==> config.mk <==
export PLATFORM = sky130hd
export DESIGN_NAME = pid_core_pipe_flat
export DESIGN_NICKNAME = d
export VERILOG_FILES = /design/src/rtl/pid_core_pipe_if.sv /design/src/rtl/pid_core_pipe.sv /design/src/flat_wrapper.sv
export SDC_FILE = /design/constraint.sdc
export NUM_CORES = 2
export LEC_CHECK = 0
export CORE_MARGIN = 2
export CORE_UTILIZATION = 30
export CTS_CLUSTER_SIZE = 8
export DETAILED_ROUTE_END_ITERATION = 6
export GPL_ROUTABILITY_DRIVEN = 0
export GPL_TIMING_DRIVEN = 0
export SKIP_CTS_REPAIR_TIMING = 1
export SLEW_MARGIN = 10
export SYNTH_ARGS = -nofsm -noshare
export SYNTH_HDL_FRONTEND = slang
export SYNTH_SLANG_ARGS = --single-unit
==> constraint.sdc <==
create_clock -name clk -period 12 [get_ports clk]
set_clock_uncertainty 0.2 [all_clocks]
set_input_delay 3.6 -clock clk [delete_from_list [all_inputs] [get_ports clk]]
set_output_delay 3.6 -clock clk [all_outputs]
set_load 0.05 [all_outputs]
==> src/rtl/pid_core_pipe_if.sv <==
// Handshake and data bundle between the sensor sample stream and pid_core_pipe.
// The master side drives samples, gains and clear; the slave side returns the control output.
interface pid_core_pipe_if #(
   parameter int DW = 16,
   parameter int GW = 16
);
   logic                 clear_i;
   logic signed [DW-1:0] setpoint_i;
   logic signed [DW-1:0] feedback_i;
   logic signed [GW-1:0] kp_i;
   logic signed [GW-1:0] ki_i;
   logic signed [GW-1:0] kd_i;
   logic                 sample_valid_i;
   logic                 sample_ready_o;
   logic signed [DW-1:0] control_out_o;
   logic                 out_valid_o;
   logic                 sat_flag_o;

   modport master (
      output clear_i, setpoint_i, feedback_i, kp_i, ki_i, kd_i, sample_valid_i,
      input  sample_ready_o, control_out_o, out_valid_o, sat_flag_o
   );

   modport slave (
      input  clear_i, setpoint_i, feedback_i, kp_i, ki_i, kd_i, sample_valid_i,
      output sample_ready_o, control_out_o, out_valid_o, sat_flag_o
   );
endinterface

==> src/rtl/pid_core_pipe.sv <==
// Handshaked fixed-point PID controller: one shared signed multiplier, 5-cycle sequence, saturated output
// with anti-windup. Optional error deadband is enabled by defining PID_DEADBAND_EN.
module pid_core_pipe #(
   parameter int                       DW       = 16,
   parameter int                       GW       = 16,
   parameter int                       FRAC     = 8,
   parameter int                       IW       = 32,
   parameter logic signed [IW-1:0]     INT_LIM  = {1'b0, {(IW-1){1'b1}}},
   parameter int                       DEADBAND = 4
) (
   input  logic            clk,
   input  logic            rst_n,
   pid_core_pipe_if.slave  bus
);

   localparam int AW = GW + IW + 2;
   localparam int BW = (IW > DW + 1) ? IW : DW + 1;
   localparam int PW = GW + BW;

   localparam logic [2:0] S_IDLE = 3'd0;
   localparam logic [2:0] S_ERR  = 3'd1;
   localparam logic [2:0] S_MULP = 3'd2;
   localparam logic [2:0] S_MULI = 3'd3;
   localparam logic [2:0] S_MULD = 3'd4;
   localparam logic [2:0] S_OUT  = 3'd5;

   localparam logic signed [DW-1:0] MAXV = {1'b0, {(DW-1){1'b1}}};
   localparam logic signed [DW-1:0] MINV = {1'b1, {(DW-1){1'b0}}};
   localparam logic signed [DW:0]   DB   = (DW+1)'(DEADBAND);

   logic [2:0]           state_q, state_d;
   logic signed [DW-1:0] sp_q, sp_d;
   logic signed [DW-1:0] fb_q, fb_d;
   logic signed [GW-1:0] kp_q, kp_d;
   logic signed [GW-1:0] ki_q, ki_d;
   logic signed [GW-1:0] kd_q, kd_d;
   logic signed [DW-1:0] err_q, err_d;
   logic signed [DW:0]   diff_q, diff_d;
   logic signed [DW-1:0] prevErr_q, prevErr_d;
   logic signed [IW-1:0] integ_q, integ_d;
   logic signed [AW-1:0] acc_q, acc_d;
   logic signed [DW-1:0] ctrl_q, ctrl_d;
   logic                 outValid_q, outValid_d;
   logic                 satFlag_q, satFlag_d;
   logic                 satNeg_q, satNeg_d;

   logic signed [DW:0]   errWide;
   logic signed [DW-1:0] errSat;
   logic signed [DW:0]   errExt;
   logic signed [DW-1:0] errEff;
   logic signed [DW:0]   diffWide;
   logic signed [IW:0]   integSum;
   logic signed [IW:0]   limExt;
   logic signed [IW-1:0] integClamp;
   logic                 windupHold;
   logic signed [GW-1:0] mulA;
   logic signed [BW-1:0] mulB;
   logic signed [PW-1:0] prod;
   logic signed [AW-1:0] prodExt;
   logic signed [AW-1:0] shifted;
   logic                 yHi, yLo;
   logic signed [DW-1:0] ySat;

   // Error path: widened subtraction, saturation back to DW, optional deadband, derivative and clamped integral.
   always_comb begin
      errWide = {sp_q[DW-1], sp_q} - {fb_q[DW-1], fb_q};
      errSat  = errWide[DW-1:0];
      if (errWide[DW] != errWide[DW-1]) begin
         errSat = errWide[DW] ? MINV : MAXV;
      end
      errExt = {errSat[DW-1], errSat};
`ifdef PID_DEADBAND_EN
      errEff = ((errExt <= DB) && (errExt >= -DB)) ? '0 : errSat;
`else
      errEff = errSat;
`endif
      diffWide   = {errEff[DW-1], errEff} - {prevErr_q[DW-1], prevErr_q};
      integSum   = {integ_q[IW-1], integ_q} + {{(IW+1-DW){errEff[DW-1]}}, errEff};
      limExt     = {INT_LIM[IW-1], INT_LIM};
      integClamp = integSum[IW-1:0];
      if (integSum > limExt) begin
         integClamp = INT_LIM;
      end else if (integSum < -limExt) begin
         integClamp = -INT_LIM;
      end
      // Freeze the integrator while the output is pinned and the error keeps pushing the same way.
      windupHold = satFlag_q && (errEff[DW-1] == satNeg_q);
   end

`ifndef PID_DEADBAND_EN
   // DEADBAND has no effect in this build; fold it into a dummy so it is still referenced.
   logic unusedDeadband;
   assign unusedDeadband = ^DB ^ ^errExt;
`endif

   // Shared multiplier: the operand pair is selected by the current multiply state.
   always_comb begin
      mulA = '0;
      mulB = '0;
      case (state_q)
         S_MULP: begin
            mulA = kp_q;
            mulB = BW'(err_q);
         end
         S_MULI: begin
            mulA = ki_q;
            mulB = BW'(integ_q);
         end
         S_MULD: begin
            mulA = kd_q;
            mulB = BW'(diff_q);
         end
         default: begin
            mulA = '0;
            mulB = '0;
         end
      endcase
      prod    = mulA * mulB;
      prodExt = AW'(prod);
   end

   // Output scaling: arithmetic shift rounds toward -inf, then clamp into the DW signed range.
   always_comb begin
      shifted = acc_q >>> FRAC;
      yHi     = shifted > AW'(MAXV);
      yLo     = shifted < AW'(MINV);
      ySat    = shifted[DW-1:0];
      if (yHi) begin
         ySat = MAXV;
      end else if (yLo) begin
         ySat = MINV;
      end
   end

   // Sequencer: IDLE -> ERR -> MUL_P -> MUL_I -> MUL_D -> OUT; clear overrides everything.
   always_comb begin
      state_d    = state_q;
      sp_d       = sp_q;
      fb_d       = fb_q;
      kp_d       = kp_q;
      ki_d       = ki_q;
      kd_d       = kd_q;
      err_d      = err_q;
      diff_d     = diff_q;
      prevErr_d  = prevErr_q;
      integ_d    = integ_q;
      acc_d      = acc_q;
      ctrl_d     = ctrl_q;
      outValid_d = 1'b0;
      satFlag_d  = satFlag_q;
      satNeg_d   = satNeg_q;
      case (state_q)
         S_IDLE: begin
            if (bus.sample_valid_i) begin
               sp_d    = bus.setpoint_i;
               fb_d    = bus.feedback_i;
               kp_d    = bus.kp_i;
               ki_d    = bus.ki_i;
               kd_d    = bus.kd_i;
               state_d = S_ERR;
            end
         end
         S_ERR: begin
            err_d     = errEff;
            diff_d    = diffWide;
            prevErr_d = errEff;
            if (!windupHold) begin
               integ_d = integClamp;
            end
            state_d = S_MULP;
         end
         S_MULP: begin
            acc_d   = prodExt;
            state_d = S_MULI;
         end
         S_MULI: begin
            acc_d   = acc_q + prodExt;
            state_d = S_MULD;
         end
         S_MULD: begin
            acc_d   = acc_q + prodExt;
            state_d = S_OUT;
         end
         S_OUT: begin
            ctrl_d     = ySat;
            satFlag_d  = yHi || yLo;
            satNeg_d   = (yHi || yLo) ? yLo : satNeg_q;
            outValid_d = 1'b1;
            state_d    = S_IDLE;
         end
         default: begin
            state_d = S_IDLE;
         end
      endcase
      if (bus.clear_i) begin
         state_d    = S_IDLE;
         integ_d    = '0;
         prevErr_d  = '0;
         ctrl_d     = '0;
         satFlag_d  = 1'b0;
         outValid_d = 1'b0;
      end
   end

   // State and datapath registers with asynchronous active-low reset.
   always_ff @(posedge clk or negedge rst_n) begin
      if (!rst_n) begin
         state_q    <= S_IDLE;
         sp_q       <= '0;
         fb_q       <= '0;
         kp_q       <= '0;
         ki_q       <= '0;
         kd_q       <= '0;
         err_q      <= '0;
         diff_q     <= '0;
         prevErr_q  <= '0;
         integ_q    <= '0;
         acc_q      <= '0;
         ctrl_q     <= '0;
         outValid_q <= 1'b0;
         satFlag_q  <= 1'b0;
         satNeg_q   <= 1'b0;
      end else begin
         state_q    <= state_d;
         sp_q       <= sp_d;
         fb_q       <= fb_d;
         kp_q       <= kp_d;
         ki_q       <= ki_d;
         kd_q       <= kd_d;
         err_q      <= err_d;
         diff_q     <= diff_d;
         prevErr_q  <= prevErr_d;
         integ_q    <= integ_d;
         acc_q      <= acc_d;
         ctrl_q     <= ctrl_d;
         outValid_q <= outValid_d;
         satFlag_q  <= satFlag_d;
         satNeg_q   <= satNeg_d;
      end
   end

   assign bus.sample_ready_o = (state_q == S_IDLE);
   assign bus.control_out_o  = ctrl_q;
   assign bus.out_valid_o    = outValid_q;
   assign bus.sat_flag_o     = satFlag_q;

endmodule
==> src/flat_wrapper.sv <==
// flat-port wrapper written by rule: the top's interface ports become plain ports
module pid_core_pipe_flat 
#(
   parameter int                       DW       = 16,
   parameter int                       GW       = 16,
   parameter int                       FRAC     = 8,
   parameter int                       IW       = 32,
   parameter logic signed [IW-1:0]     INT_LIM  = {1'b0, {(IW-1){1'b1}}},
   parameter int                       DEADBAND = 4
)
  (clk, rst_n, bus_clear_i, bus_setpoint_i, bus_feedback_i, bus_kp_i, bus_ki_i, bus_kd_i, bus_sample_valid_i, bus_sample_ready_o, bus_control_out_o, bus_out_valid_o, bus_sat_flag_o);
  pid_core_pipe_if #(.DW(DW), .GW(GW)) bus_i ();
  input  logic clk;
  input  logic rst_n;
  input wire logic [$bits(bus_i.clear_i)-1:0] bus_clear_i;
  input wire logic [$bits(bus_i.setpoint_i)-1:0] bus_setpoint_i;
  input wire logic [$bits(bus_i.feedback_i)-1:0] bus_feedback_i;
  input wire logic [$bits(bus_i.kp_i)-1:0] bus_kp_i;
  input wire logic [$bits(bus_i.ki_i)-1:0] bus_ki_i;
  input wire logic [$bits(bus_i.kd_i)-1:0] bus_kd_i;
  input wire logic [$bits(bus_i.sample_valid_i)-1:0] bus_sample_valid_i;
  output wire logic [$bits(bus_i.sample_ready_o)-1:0] bus_sample_ready_o;
  output wire logic [$bits(bus_i.control_out_o)-1:0] bus_control_out_o;
  output wire logic [$bits(bus_i.out_valid_o)-1:0] bus_out_valid_o;
  output wire logic [$bits(bus_i.sat_flag_o)-1:0] bus_sat_flag_o;
  assign bus_i.clear_i = bus_clear_i;
  assign bus_i.setpoint_i = bus_setpoint_i;
  assign bus_i.feedback_i = bus_feedback_i;
  assign bus_i.kp_i = bus_kp_i;
  assign bus_i.ki_i = bus_ki_i;
  assign bus_i.kd_i = bus_kd_i;
  assign bus_i.sample_valid_i = bus_sample_valid_i;
  assign bus_sample_ready_o = bus_i.sample_ready_o;
  assign bus_control_out_o = bus_i.control_out_o;
  assign bus_out_valid_o = bus_i.out_valid_o;
  assign bus_sat_flag_o = bus_i.sat_flag_o;
  pid_core_pipe #(.DW(DW), .GW(GW), .FRAC(FRAC), .IW(IW), .INT_LIM(INT_LIM), .DEADBAND(DEADBAND)) u_core (.clk(clk), .rst_n(rst_n), .bus(bus_i));
endmodule
==> results.toml <==
[drt]
totalWireLength_um = 107000
vias = 28000
routedWlPerCell_um = 19.2
vias_per_cell = 5.04
ant_nets = 0
first_pass_iters = 5
drtIter0Drc = 2081
drc = 0

[setup_path]
critPathKind = "register to register"
worstPathRequired_ps = 12230
r2r-start = "u_core.state_q[0]"
endpoint_kind = "register"
path_delay_family = "adder cells"
cp_max_fo = 10
reg2reg_to = "u_core.acc_q[48]"
cp_data_arrival_time_ps = 11790
timing.critical_path.buf_inv = 7
cpMostUsedCell = "fa_1"
cp-startpoint = "u_core.state_q[0]"
rr_worst_depth = 38
cpMaxStageDelayCell = "fa_1"
r2r_slack_ps = 440
slowest_delay_ps = 620
start_kind = "register"

[cts]
numClockSinks = 233
cts_tree = "done"
insertion_delay_ps = 580
clockBufferDepth = 3
cts_buffers = 37
htreeDepth = 2
clk_pin_slew_ps = 60
cts-root-buf = "clkbuf_16"

[yosys]
synth-edff-count = 0
yosysWarnings = 0
netlist_area_um2 = 33700
synthTopCellsByArea = "fa_1 (29%), dfrtp_1 (17%), ha_1 (8.6%), inv_1 (7.4%), nand2_1 (5.7%)"
synth_top_family_by_area = "adder cells"
synth-xor-area-share_pct = 3.35
async_flop_share_pct = 100
synth_adder_area_share_pct = 37.7
syn-num-nets = 4741
ys_seq_elements = 233
synth_most_common_cell = "inv_1"
ys_types = 79
synthSimpleGateAreaFrac_pct = 14.8
synth-main-ff-cell = "dfrtp_1"
synth_compound_area_share_pct = 14.1
synth_top_cell_area_share_pct = 29.1
synth_top_area_cell = "fa_1"
ys_seq_area_share_pct = 17.3
muxShareOfSynthArea_pct = 3.35
syn_avg_cell_area_um2 = 8.56
synth_cells = 3936
yosys-top-cells-count = "inv_1 (666), nand2_1 (514), fa_1 (490), nor2_1 (444), dfrtp_1 (233)"

[power_and_ir_drop]
p_switching_w = 0.00358
power_frac_seq_pct = 18.1
intPower_w = 0.00337
ir_worst_vdd_uv = 118
sw_frac_of_total_pct = 51.5
clkPwrFrac_pct = 15.0
leakagePower_nw = 18.2
pwr_density_cell_nw_per_um2 = 183
pwr-share-comb_pct = 66.9

[grt]
grt_antenna_before_repair = 3
grtUsageTotal_pct = 18.8
grt_max_degree = 68
grt_overflow_total = 0
grt_pass1_wl_um = 170000
first_global_vias = 28800

[sta]
slew_viol_final = 0
finalSetupViolations = 0
hold_viol_final = 0
finalCritPeriodShare_pct = 96.3
setup_ws_ps = 439
worst_pin_slew_ps = 1150
fmax_mhz = 86.5
setup_tns_ps = 0
maxSlewHeadroom_pct = 22.5
min_period_ps = 11560

[cells_and_area]
nets = 4869
multi_input_area_um2 = 24900
fill_cells = 11500
final_core_util_pct = 34.3
seqCellArea_um2 = 5830
syn_to_final_growth_pct = 12.8
drive_above_1_share_pct = 6.01

[outcome]
status = "finished clean"

[die]
core-area_um2 = 111000
dieArea_um2 = 115000
die_w_um = 339
fp.dieH_um = 339
ios = 103
initial_core_util_pct = 30.4
rows = 122

[placement]
hpwlAfterDp_um = 89000
io_buffers = 102
dp_slack_ps = -1370

[min_path]
holdPathEnd = "u_core.err_q[5]"
min_path_cells = 2
hold_start = "u_core.err_q[5]"
hp-class = "register to register"

[run]
cap_violations = 0
kinds of logic (layout without fill, tap and decap cells):
family,after synthesis,after routing
and+or+nand+nor,1185,1185
adders and majority gates,721,721
other,0,2
AOI/OAI and AO/OA,728,728
buffers and inverters,836,975
muxes,104,104
xor gates and xnor gates,129,129
DFF,233,233
worst register-to-register path, delay by kind of cell (launching register included):
kind,cells,cell delay [ps]
adders and majority gates,8,4110
DFF,1,310
xor gates and xnor gates,2,500
AOI/OAI and AO/OA,15,3940
muxes,1,360
and+or+nand+nor,5,630
buffers and inverters,7,1380
state kept, by name, summed over array words and instances, names as in the netlist:
signal / cells
u_core.fb_q: 16
u_core.kd_q: 16
u_core.sp_q: 16
u_core.bus.out_valid_o: 1
u_core.err_q: 16
u_core.ki_q: 16
u_core.kp_q: 16
u_core.state_q: 3
u_core.acc_q: 50
u_core.bus.sat_flag_o: 1
u_core.satNeg_q: 1
u_core.prevErr_q: 16
u_core.bus.control_out_o: 16
u_core.integ_q: 32
u_core.diff_q: 17
placed cells by master (no fill, tap or decap), types with 12 or more instances in the layout:
master and count:
nand2b_1 22, mux2i_1 29, clkbuf_16 37, o211ai_1 15, o21ai_2 12, or3_1 14
nand2_1 514, nor3_1 25, and2_1 16, a211oi_1 52, ha_1 231, clkbuf_2 37
nor2_1 441, a21oi_1 169, o21a_2 14, xor2_1 44, o21ai_0 113, a21o_1 88
inv_1 666, and3_1 17, mux2_2 69, a22oi_1 12, o21ai_1 28, xnor2_1 84
clkdlybuf4s50_1 101, a31oi_1 32, o22ai_1 15, clkbuf_1 95, fa_1 490, a221oi_1 12
nand4_1 22, nor4_1 13, nand3_1 38, dfrtp_1 233, o21a_1 39, nor2b_1 22
metal layers:
| metal | global-route usage (%) | routed length, um | vias to the layer above |
|---|---|---|---|
| met2 | 29.9 | 48500 | 896 |
| met4 | 5.81 | 3380 | 4 |
| li1 | - | - | 12900 |
| met5 | 0 | 147 | - |
| met3 | 2.98 | 7450 | 159 |
| met1 | 26.2 | 47100 | 14100 |
power by group through the flow:
stage	sequential [W]	clock, W	combinational [W]
3_5_place_dp	0.00126	0	0.00454
5_1_grt	0.00129	0.00108	0.00516
3_3_place_gp	0.00126	0	0.00449
2_1_floorplan	0.00117	0	0.00332
4_1_cts	0.00125	0.00106	0.00457
6_report	0.00126	0.00104	0.00465
worst max path at each step:
stage,slack [ps],end,cells past startpoint
final,440,u_core.acc_q[48],38
after CTS,-1430,u_core.acc_q[49],38
after global routing,-10,u_core.acc_q[48],38
after global placement,-3810,u_core.acc_q[14],1
after floorplan,1780,u_core.acc_q[49],38
after detailed placement,-1370,u_core.acc_q[49],38
layout make-up:
cell class,count,share of cell area (%)
multi-input combinational,2867,65.6
sequential,233,15.3
inverter,667,6.58
tap,1488,4.90
timing repair buffer,105,2.92
clock buffer,43,2.57
buffer,153,1.72
clock inverter,7,0.359
antenna,2,0.0132
through the flow:
stage               area, um2  cells  total power (W)  hold slack (ps)
detailed placement      36700   5529          0.00580              263
global route            38000   5563          0.00753              300
finish                  38000   5565          0.00695              278
CTS                     37800   5579          0.00688              275
floorplan               33700   3936          0.00449              246
global placement        36600   5526          0.00575              258
Power figures use the tool's default switching activity.
